File: config.mk
export PLATFORM = sky130hd
export DESIGN_NAME = coeff_bank_lut
export DESIGN_NICKNAME = d
export VERILOG_FILES = /design/src/rtl/coeff_pkg.sv /design/src/rtl/coeff_swap_ctrl.sv /design/src/rtl/coeff_bank_lut.sv
export SDC_FILE = /design/constraint.sdc
export NUM_CORES = 2
export LEC_CHECK = 0
export CORE_MARGIN = 3
export CORE_UTILIZATION = 50
export CTS_CLUSTER_DIAMETER = 150
export DETAILED_ROUTE_END_ITERATION = 7
export MAX_ROUTING_LAYER = met4
export PLACE_DENSITY = 0.8
export SLEW_MARGIN = 20
export SYNTH_ARGS = -nofsm -noshare
export SYNTH_HDL_FRONTEND = slang
export SYNTH_SLANG_ARGS = --single-unit
File: constraint.sdc
create_clock -name clk_i -period 2.85 [get_ports clk_i]
set_clock_uncertainty 0.15 [all_clocks]
set_input_delay 0.7125 -clock clk_i [delete_from_list [all_inputs] [get_ports clk_i]]
set_output_delay 0.7125 -clock clk_i [all_outputs]
set_load 0.02 [all_outputs]
File: src/rtl/coeff_pkg.sv
// Shared types and helpers for the FIR coefficient bank store.
// Folding maps the upper half of a symmetric tap index onto its mirrored lower half.
package coeff_pkg;

  typedef enum logic {IDLE, PENDING} swap_state_e;

  localparam int CoeffWidth = 16;
  typedef logic signed [CoeffWidth-1:0] coeff_t;

  function automatic int depth_f(input int taps, input bit symmetric);
    return symmetric ? (taps + 1) / 2 : taps;
  endfunction

  function automatic int fold_addr_f(input int addr, input int taps, input bit symmetric);
    int depth;
    depth = depth_f(taps, symmetric);
    return (addr < depth) ? addr : taps - 1 - addr;
  endfunction

endpackage

File: src/rtl/coeff_swap_ctrl.sv
// Active-bank swap FSM: a requested bank is committed on the next frame strobe.
// Also owns write protection of the active and pending banks.
module coeff_swap_ctrl
  import coeff_pkg::*;
#(
  parameter int BW = 2
) (
  input  logic          clk_i,
  input  logic          rst_ni,
  input  logic          swap_req_i,
  input  logic [BW-1:0] swap_bank_i,
  input  logic          frame_start_i,
  input  logic [BW-1:0] wbank_i,
  output logic [BW-1:0] active_bank_o,
  output logic          swap_done_o,
  output logic          wready_o
);

  swap_state_e   r_state;
  logic [BW-1:0] r_pend;
  logic [BW-1:0] r_active;
  logic          r_swap_done;

  always_ff @(posedge clk_i or negedge rst_ni) begin
    if (!rst_ni) begin
      r_state     <= IDLE;
      r_pend      <= '0;
      r_active    <= '0;
      r_swap_done <= 1'b0;
    end else begin
      r_swap_done <= 1'b0;
      case (r_state)
        IDLE: begin
          // A strobe coinciding with the entering request is deliberately ignored.
          if (swap_req_i) begin
            r_pend  <= swap_bank_i;
            r_state <= PENDING;
          end
        end
        PENDING: begin
          if (frame_start_i) begin
            r_active    <= swap_req_i ? swap_bank_i : r_pend;
            r_swap_done <= 1'b1;
            r_state     <= IDLE;
          end else if (swap_req_i) begin
            r_pend <= swap_bank_i;
          end
        end
        default: r_state <= IDLE;
      endcase
    end
  end

  assign wready_o      = !(wbank_i == r_active) && !(r_state == PENDING && wbank_i == r_pend);
  assign active_bank_o = r_active;
  assign swap_done_o   = r_swap_done;

endmodule

File: src/rtl/coeff_bank_lut.sv
// Multi-bank FIR coefficient store with symmetric folding; one read per cycle, 1-cycle latency.
// Writes to the active or pending bank are refused via wready_o; out-of-range writes pulse wr_err_o.
module coeff_bank_lut
  import coeff_pkg::*;
#(
  parameter int DataWidth = 16,
  parameter int Taps      = 101,
  parameter int NumBanks  = 4,
  parameter int Symmetric = 1
) (
  input  logic                        clk_i,
  input  logic                        rst_ni,
  input  logic                        ren_i,
  input  logic [$clog2(Taps)-1:0]     addr_i,
  output logic signed [DataWidth-1:0] data_o,
  output logic                        valid_o,
  input  logic                        wvalid_i,
  output logic                        wready_o,
  input  logic [$clog2(NumBanks)-1:0] wbank_i,
  input  logic [$clog2(Taps)-1:0]     waddr_i,
  input  logic [DataWidth-1:0]        wdata_i,
  output logic                        wr_err_o,
  input  logic                        swap_req_i,
  input  logic [$clog2(NumBanks)-1:0] swap_bank_i,
  input  logic                        frame_start_i,
  output logic                        swap_done_o,
  output logic [$clog2(NumBanks)-1:0] active_bank_o
);

  localparam int BW    = $clog2(NumBanks);
  localparam int Depth = depth_f(Taps, Symmetric != 0);
  localparam int PW    = (Depth > 1) ? $clog2(Depth) : 1;

  logic signed [DataWidth-1:0] r_mem [NumBanks][Depth];
  logic signed [DataWidth-1:0] r_data;
  logic                        r_valid;
  logic                        r_wr_err;

  logic [BW-1:0] w_active;
  logic [PW-1:0] w_phys;
  logic          w_rd_ok;
  logic          w_wr_ok;
  logic          w_wr_fire;

  coeff_swap_ctrl #(.BW(BW)) u_swap (
    .clk_i         (clk_i),
    .rst_ni        (rst_ni),
    .swap_req_i    (swap_req_i),
    .swap_bank_i   (swap_bank_i),
    .frame_start_i (frame_start_i),
    .wbank_i       (wbank_i),
    .active_bank_o (w_active),
    .swap_done_o   (swap_done_o),
    .wready_o      (wready_o)
  );

  assign w_phys    = PW'(fold_addr_f(int'(addr_i), Taps, Symmetric != 0));
  assign w_rd_ok   = int'(addr_i) < Taps;
  assign w_wr_ok   = int'(waddr_i) < Depth;
  assign w_wr_fire = wvalid_i && wready_o;

  always_ff @(posedge clk_i or negedge rst_ni) begin
    if (!rst_ni) begin
      for (int b = 0; b < NumBanks; b++) begin
        for (int w = 0; w < Depth; w++) begin
          r_mem[b][w] <= '0;
        end
      end
    end else if (w_wr_fire && w_wr_ok) begin
      r_mem[wbank_i][waddr_i[PW-1:0]] <= wdata_i;
    end
  end

  // Reads see the pre-edge array and bank, so same-edge writes/swaps are not visible yet.
  always_ff @(posedge clk_i or negedge rst_ni) begin
    if (!rst_ni) begin
      r_data   <= '0;
      r_valid  <= 1'b0;
      r_wr_err <= 1'b0;
    end else begin
      r_valid  <= ren_i;
      r_wr_err <= w_wr_fire && !w_wr_ok;
      if (ren_i) begin
        r_data <= w_rd_ok ? r_mem[w_active][w_phys] : '0;
      end
    end
  end

  assign data_o        = r_data;
  assign valid_o       = r_valid;
  assign wr_err_o      = r_wr_err;
  assign active_bank_o = w_active;

endmodule

After elaboration in Yosys (flattened, before gate mapping) --
Cells that the tools add are included.
Operators by class: add/sub/neg operators 1, bitwise gates (word level) 5, magnitude comparators 9, reductions and logical operators 11, mux-type cells 21, eq/ne operators 3
Operators with widths (number):
- bitwise mux 3264 bit | 1
- two-way mux 816 bit | 3
- binary-select mux 816 bit (select 2 bit) | 1
- demux 816 bit (select 2 bit) | 1
- binary-select mux 16 bit (select 6 bit) | 1
- demux 16 bit (select 6 bit) | 1
- two-way mux 16 bit | 4
- greater-or-equal comparator 7 bit, second input constant | 2
- less-than comparator 7 x 6 -> 1 bit, second input constant | 2
- NOT 6 -> 7 bit | 2
- logical AND 1 bit | 7
- less-than comparator 7 x 1 -> 1 bit, second input constant | 1
- less-than comparator 7 bit, second input constant | 1
- greater-or-equal comparator 3 bit, second input constant | 2
- two-way mux 6 bit | 1
- NOT 2 -> 3 bit | 2
- subtractor 6 bit, first input constant | 1
- == test 2 bit | 2
- two-way mux 1 bit | 4
- two-way mux 2 bit | 2
- case mux 2 bit (2 select lines) | 1
- zero test 1 bit | 3
- less-than comparator 3 x 1 -> 1 bit, second input constant | 1
- inequality test 2 bit, second input constant | 1
- 3 further kinds | 3
Storage, ports and cells: flip-flop bits (word level) 3288, input bits 40, output and inout bits 22, logic and storage cells 261

Logic depth before layout (Yosys ltp) --
word-level depth 8, gate-level depth with buffers 20, depth with buffers taken out 10

Cells and area by module --
From an unflattened synthesis, not the netlist that was laid out.
Unflattened totals: cell total of the unflattened synthesis 9739, area total of the unflattened synthesis 150698.3 um^2
By module, submodules not included:
- coeff_bank_lut | area each 150409.3 um^2, times used 1, cells each 9713, seq. area each 82128.8 um^2
- coeff_swap_ctrl | area each 289.0 um^2, times used 1, cells each 26, seq. area each 150.1 um^2

Worst setup path after synthesis --
OpenSTA, ideal clock, no wires.
kind input -> register, start point input port addr_i[0], end point register r_data[9], in the netlist data_o[9], library setup time 0.131 ns, buffers on the path 7, slack -1.704 ns, arrival time 4.273 ns, stages 17, data required time 2.569 ns, path through buf_2 > buf_2 > inv_1 > clkbuf_1 > buf_6 > clkbuf_1 > ha_1 > nand3b_1 > o211a_1 > buf_6 > nand2_8 > buf_12 > mux4_1 > a21oi_1 > or3b_2 > o2111ai_1 > o2bb2ai_1
Between the ends: cells in the longest elaborated chain, start to end 7, elaborated cells on any way between the ends 9, classes of those cells add/sub: 1; order compare: 2; mux: 5; bitwise: 1
RTL lines:
- start: declaration | line coeff_bank_lut.sv:14 | input logic [$clog2(Taps)-1:0] addr_i,
- subtractor 6 bit or less-than comparator 7 x 6 -> 1 bit (tied branches) | line coeff_pkg.sv:17 | return (addr < depth) ? addr : taps - 1 - addr;
- two-way mux 6 bit | line coeff_pkg.sv:17
- NOT 6 -> 7 bit (implied by the code) | line coeff_bank_lut.sv:84 | r_data <= w_rd_ok ? r_mem[w_active][w_phys] : '0;
- binary-select mux 16 bit (select 6 bit) | line coeff_bank_lut.sv:84
- two-way mux 16 bit (implied by the code) (2 in a row) | line coeff_bank_lut.sv:84
- two-way mux 16 bit * | line coeff_bank_lut.sv:84
- end signal: assignment | line coeff_bank_lut.sv:84
- end: declaration | line coeff_bank_lut.sv:35 | logic signed [DataWidth-1:0] r_data;
Every way passes the cells marked *; elsewhere a longest branch is shown, timed or not. The select of a mux whose other input is x is not followed. A chain may end at the register's enable or synchronous reset.

Worst setup path in the final report --
start point register u_swap.r_active[0], in the netlist u_swap.active_bank_o[0], end point register r_data[6], in the netlist data_o[6]
Between the ends: cells in the longest elaborated chain, start to end 8
RTL lines:
- start: declaration | line coeff_swap_ctrl.sv:21 | logic [BW-1:0] r_active;
- start signal: assignment | line coeff_swap_ctrl.sv:42 | r_active <= swap_req_i ? swap_bank_i : r_pend;
- NOT 2 -> 3 bit (implied by the code) | line coeff_bank_lut.sv:84
- binary-select mux 816 bit (select 2 bit) | line coeff_bank_lut.sv:84
- two-way mux 816 bit (implied by the code) (2 in a row) | line coeff_bank_lut.sv:84
- binary-select mux 16 bit (select 6 bit) | line coeff_bank_lut.sv:84
- two-way mux 16 bit (implied by the code) (2 in a row) | line coeff_bank_lut.sv:84
- two-way mux 16 bit | line coeff_bank_lut.sv:84
No other way between the ends. The select of a mux whose other input is x is not followed.

==> impl_metrics.env <==
export IMPL_run_status="finished with violations"
export IMPL_violations="setup timing"
export IMPL_setup_tns_final_ps=-921180
export IMPL_overflow=0
export IMPL_worstReg2RegStart="u_swap.active_bank_o[0]"
export IMPL_worst_setup_path_start_kind="register"
export IMPL_root_buffer="clkbuf_16"
export IMPL_seq_area_frac_synth=0.545
export IMPL_initial_standard_cell_utilization_of_the_core=0.503
export IMPL_slew_headroom=0.372
export IMPL_antenna_found_initial=28
export IMPL_synth_cell_area_um2=151000
export IMPL_synth_area_per_cell_um2=16.2
export IMPL_compound_gate_fraction_of_synth_area=0.0107
export IMPL_synth_warning_count=0
export IMPL_leakage_nw=84.4
export IMPL_clock_sinks=3288
export IMPL_grt_setup_unrepaired="true"
export IMPL_power_net_switching_mw=28.5
export IMPL_largest_net_degree_at_the_start_of_global_routing=153
export IMPL_power_share_switching=0.258
export IMPL_timing_hold_worst_endpoint="r_mem[138]"
export IMPL_clock_power_share=0.423
export IMPL_synth_simple_gate_area_frac=0.0195
export IMPL_worstHoldStart="wdata_i[10]"
export IMPL_worstMarginPinSlew_ps=942
export IMPL_first_global_vias=95600
export IMPL_post_drt_wl_per_cell_um=31.9
export IMPL_ff_latch_count_synth=3288
export IMPL_routabilityCongestion=0.961
export IMPL_yosys_mux_area_fraction=0.394
export IMPL_post_dp_hpwl_mm=297
export IMPL_synth_xor_area_frac=0.000522
export IMPL_cp_max_fo=13
export IMPL_netlist_instances=9326
export IMPL_cts_tree="done"
export IMPL_reg2reg_slack_ps=-680
export IMPL_timing_fmax_mhz=283
export IMPL_design_portCount=62
export IMPL_max_cap_violations=0
export IMPL_area_growth_syn_to_layout_pct=19.0
export IMPL_timing_setup_critical_path_class="register to register"
export IMPL_global_route_usage_total=0.299
export IMPL_cts_buffers=341
export IMPL_critical_path_reg2reg_endpoint="data_o[6]"
export IMPL_internal_power_mw=82.1
export IMPL_synth_top_family_by_area="multiplexers"
export IMPL_total_count_of_max_transition_violations_in_the_final_report=0
export IMPL_async_flop_share=1.00
export IMPL_worstSetupEndpointType="register"
export IMPL_synth_adder_area_share=0.0000829
export IMPL_seq_power_share=0.437
export IMPL_floorplan_rows=201
export IMPL_setup_viol=3298
export IMPL_insertion_delay_of_the_later_clocked_pin_in_the_worst_skew_pair_ps=940
export IMPL_via_per_instance_ratio=6.41
export IMPL_coreArea_um2=300000
export IMPL_design_die_area_um2=308000
export IMPL_power_density_nw_per_um2=616
export IMPL_number_of_buffer_cells_added_on_primary_ports=61
export IMPL_critical_path_required_ps=3480
export IMPL_mostFrequentLayoutCell="dfrtp_1"
export IMPL_die_w_um=555
export IMPL_clk_pin_slew_ps=60
export IMPL_layout_nets=9964
export IMPL_synth_ff_type="dfrtp_1"
export IMPL_finalCriticalPeriod_ps=3530
export IMPL_comb_power_share=0.140
export IMPL_ctsLongestPathBuffers=4
export IMPL_whs_path_depth=2
export IMPL_timing_critical_path_arrival_ps=4160
export IMPL_holdCritPathClass="input pin to register"
export IMPL_global_route_wire_length_before_repair_mm=667
export IMPL_chipHeight_um=555
export IMPL_vdd_ir_drop_worst_uv=551
export IMPL_detailedRoute_firstPassIterationCount=5
export IMPL_detail_route_antenna_nets=0
export IMPL_synth_edf_count=0
export IMPL_dr_total_vias=90800
export IMPL_ctsHtreeMaxLevel=5
export IMPL_post_route_worst_setup_slack_ps=-685
export IMPL_layout_drive_gt1_share=0.600
export IMPL_final_cell_mix="dfrtp_1, mux2_2, mux4_2"
export IMPL_worst_r2r_path_depth=9
export IMPL_final_hold_worst_slack_ps=68.1
export IMPL_postSynthNetCount=9367
export IMPL_synth_cell_type_count=87
export IMPL_timing_hold_violations_final=0
export IMPL_drtIter0Drc=9014
export IMPL_detail_route_wirelength_mm=452
export IMPL_crit_share_post_route=1.24
export IMPL_drt_drc_violations_left=0
[cell type report]
| type | count | area (µm²) |
|---|---|---|
| Clock buffer | 479 | 9900 |
| Fill cell | 20900 | 120000 |
| Inverter | 9 | 36.3 |
| Clock inverter | 130 | 1900 |
| Multi-Input combinational cell | 5155 | 65800 |
| Antenna cell | 27 | 67.6 |
| Timing Repair Buffer | 1128 | 14800 |
| Sequential cell | 3288 | 82300 |
| Tap cell | 3958 | 4950 |
[cells in the mapped netlist, types with 17 or more instances]
master,n,area (µm²)
a211oi_1,27,203
a21oi_1,34,170
a31oi_1,25,156
buf_1,19,71.3
buf_2,326,1630
buf_4,53,398
buf_6,20,225
clkbuf_1,413,1550
clkbuf_8,29,399
dfrtp_1,3288,82300
mux2_1,17,191
mux2_2,3259,36700
mux2i_1,99,991
mux4_1,69,1810
mux4_2,876,19700
nand2_1,229,860
nand3_1,48,240
nor2_1,99,372
nor2_2,130,813
o21ai_0,28,140
[through the flow]
step                power, mW  setup WS [ps]  std cells  utilization  instance area [µm²]
finish                    111           -685      14200        0.599               180000
global route              114           -760      14200        0.599               180000
CTS                       111           -640      14100        0.597               179000
detailed placement       63.0          -1970      13400        0.550               165000
global placement         62.6          -1940      13400        0.550               165000
floorplan                56.8          -1090       9326            -               153000
[power by group through the flow]
stage	sequential, mW	combinational [mW]	clock, mW
3_3_place_gp	49.1	13.6	0
4_1_cts	48.4	15.2	47.2
2_1_floorplan	48.9	7.88	0
3_5_place_dp	49.2	13.8	0
5_1_grt	48.4	16.2	49.2
6_report	48.4	15.5	46.8
[how the worst max path moves through the flow]
stage	to	slack [ps]	cells past startpoint	startpoint
after detailed placement	data_o[13]	-1970	14	addr_i[1]
after CTS	data_o[10]	-640	9	u_swap.active_bank_o[0]
final	data_o[6]	-680	9	u_swap.active_bank_o[0]
after global placement	data_o[13]	-1940	14	addr_i[1]
after floorplan	data_o[14]	-1090	17	addr_i[0]
after global routing	data_o[4]	-760	10	u_swap.active_bank_o[0]
[flip-flops by register name, indices dropped and copies added, names as in the netlist]
signal / count
valid_o: 1
u_swap.r_state: 1
data_o: 16
u_swap.active_bank_o: 2
u_swap.swap_done_o: 1
wr_err_o: 1
r_mem: 3264
u_swap.r_pend: 2
[layer usage]
metal	wire [µm]	up-vias	GRT usage
met3	38200	1018	0.0713
met4	24900	0	0.136
met2	211000	3903	0.449
li1	-	36000	-
met5	0	-	-
met1	177000	49900	0.390
[critical path, stage by stage (launching register included)]
cell,delay (ps)
dfrtp_4,540
buf_16,200
buf_16,220
bufbuf_16,360
mux4_2,600
mux4_1,620
nor3_1,200
nor3_1,90
a2bb2oi_2,220
o311ai_1,100
[what timing repair did]
| item | in CTS | in global routing |
|---|---|---|
| endpoints found under the hold margin | 200 | 0 |
| hold buffers | 2 | 0 |
| pin swaps | 32 | 20 |
| gates cloned | 22 | 4 |
| endpoints found under the setup margin | 3299 | 3298 |
| buffers inserted | 73 | 34 |
| gates resized for setup | 186 | 53 |
[kinds of logic after synthesis]
group | Yosys count
adders and majority gates | 1
buffers and inverters | 883
muxes | 4321
and+or+nand+nor | 601
AOI/OAI and AO/OA | 223
xor gates and xnor gates | 9
DFF | 3288
No activity file was read; power rests on OpenSTA's default activity.
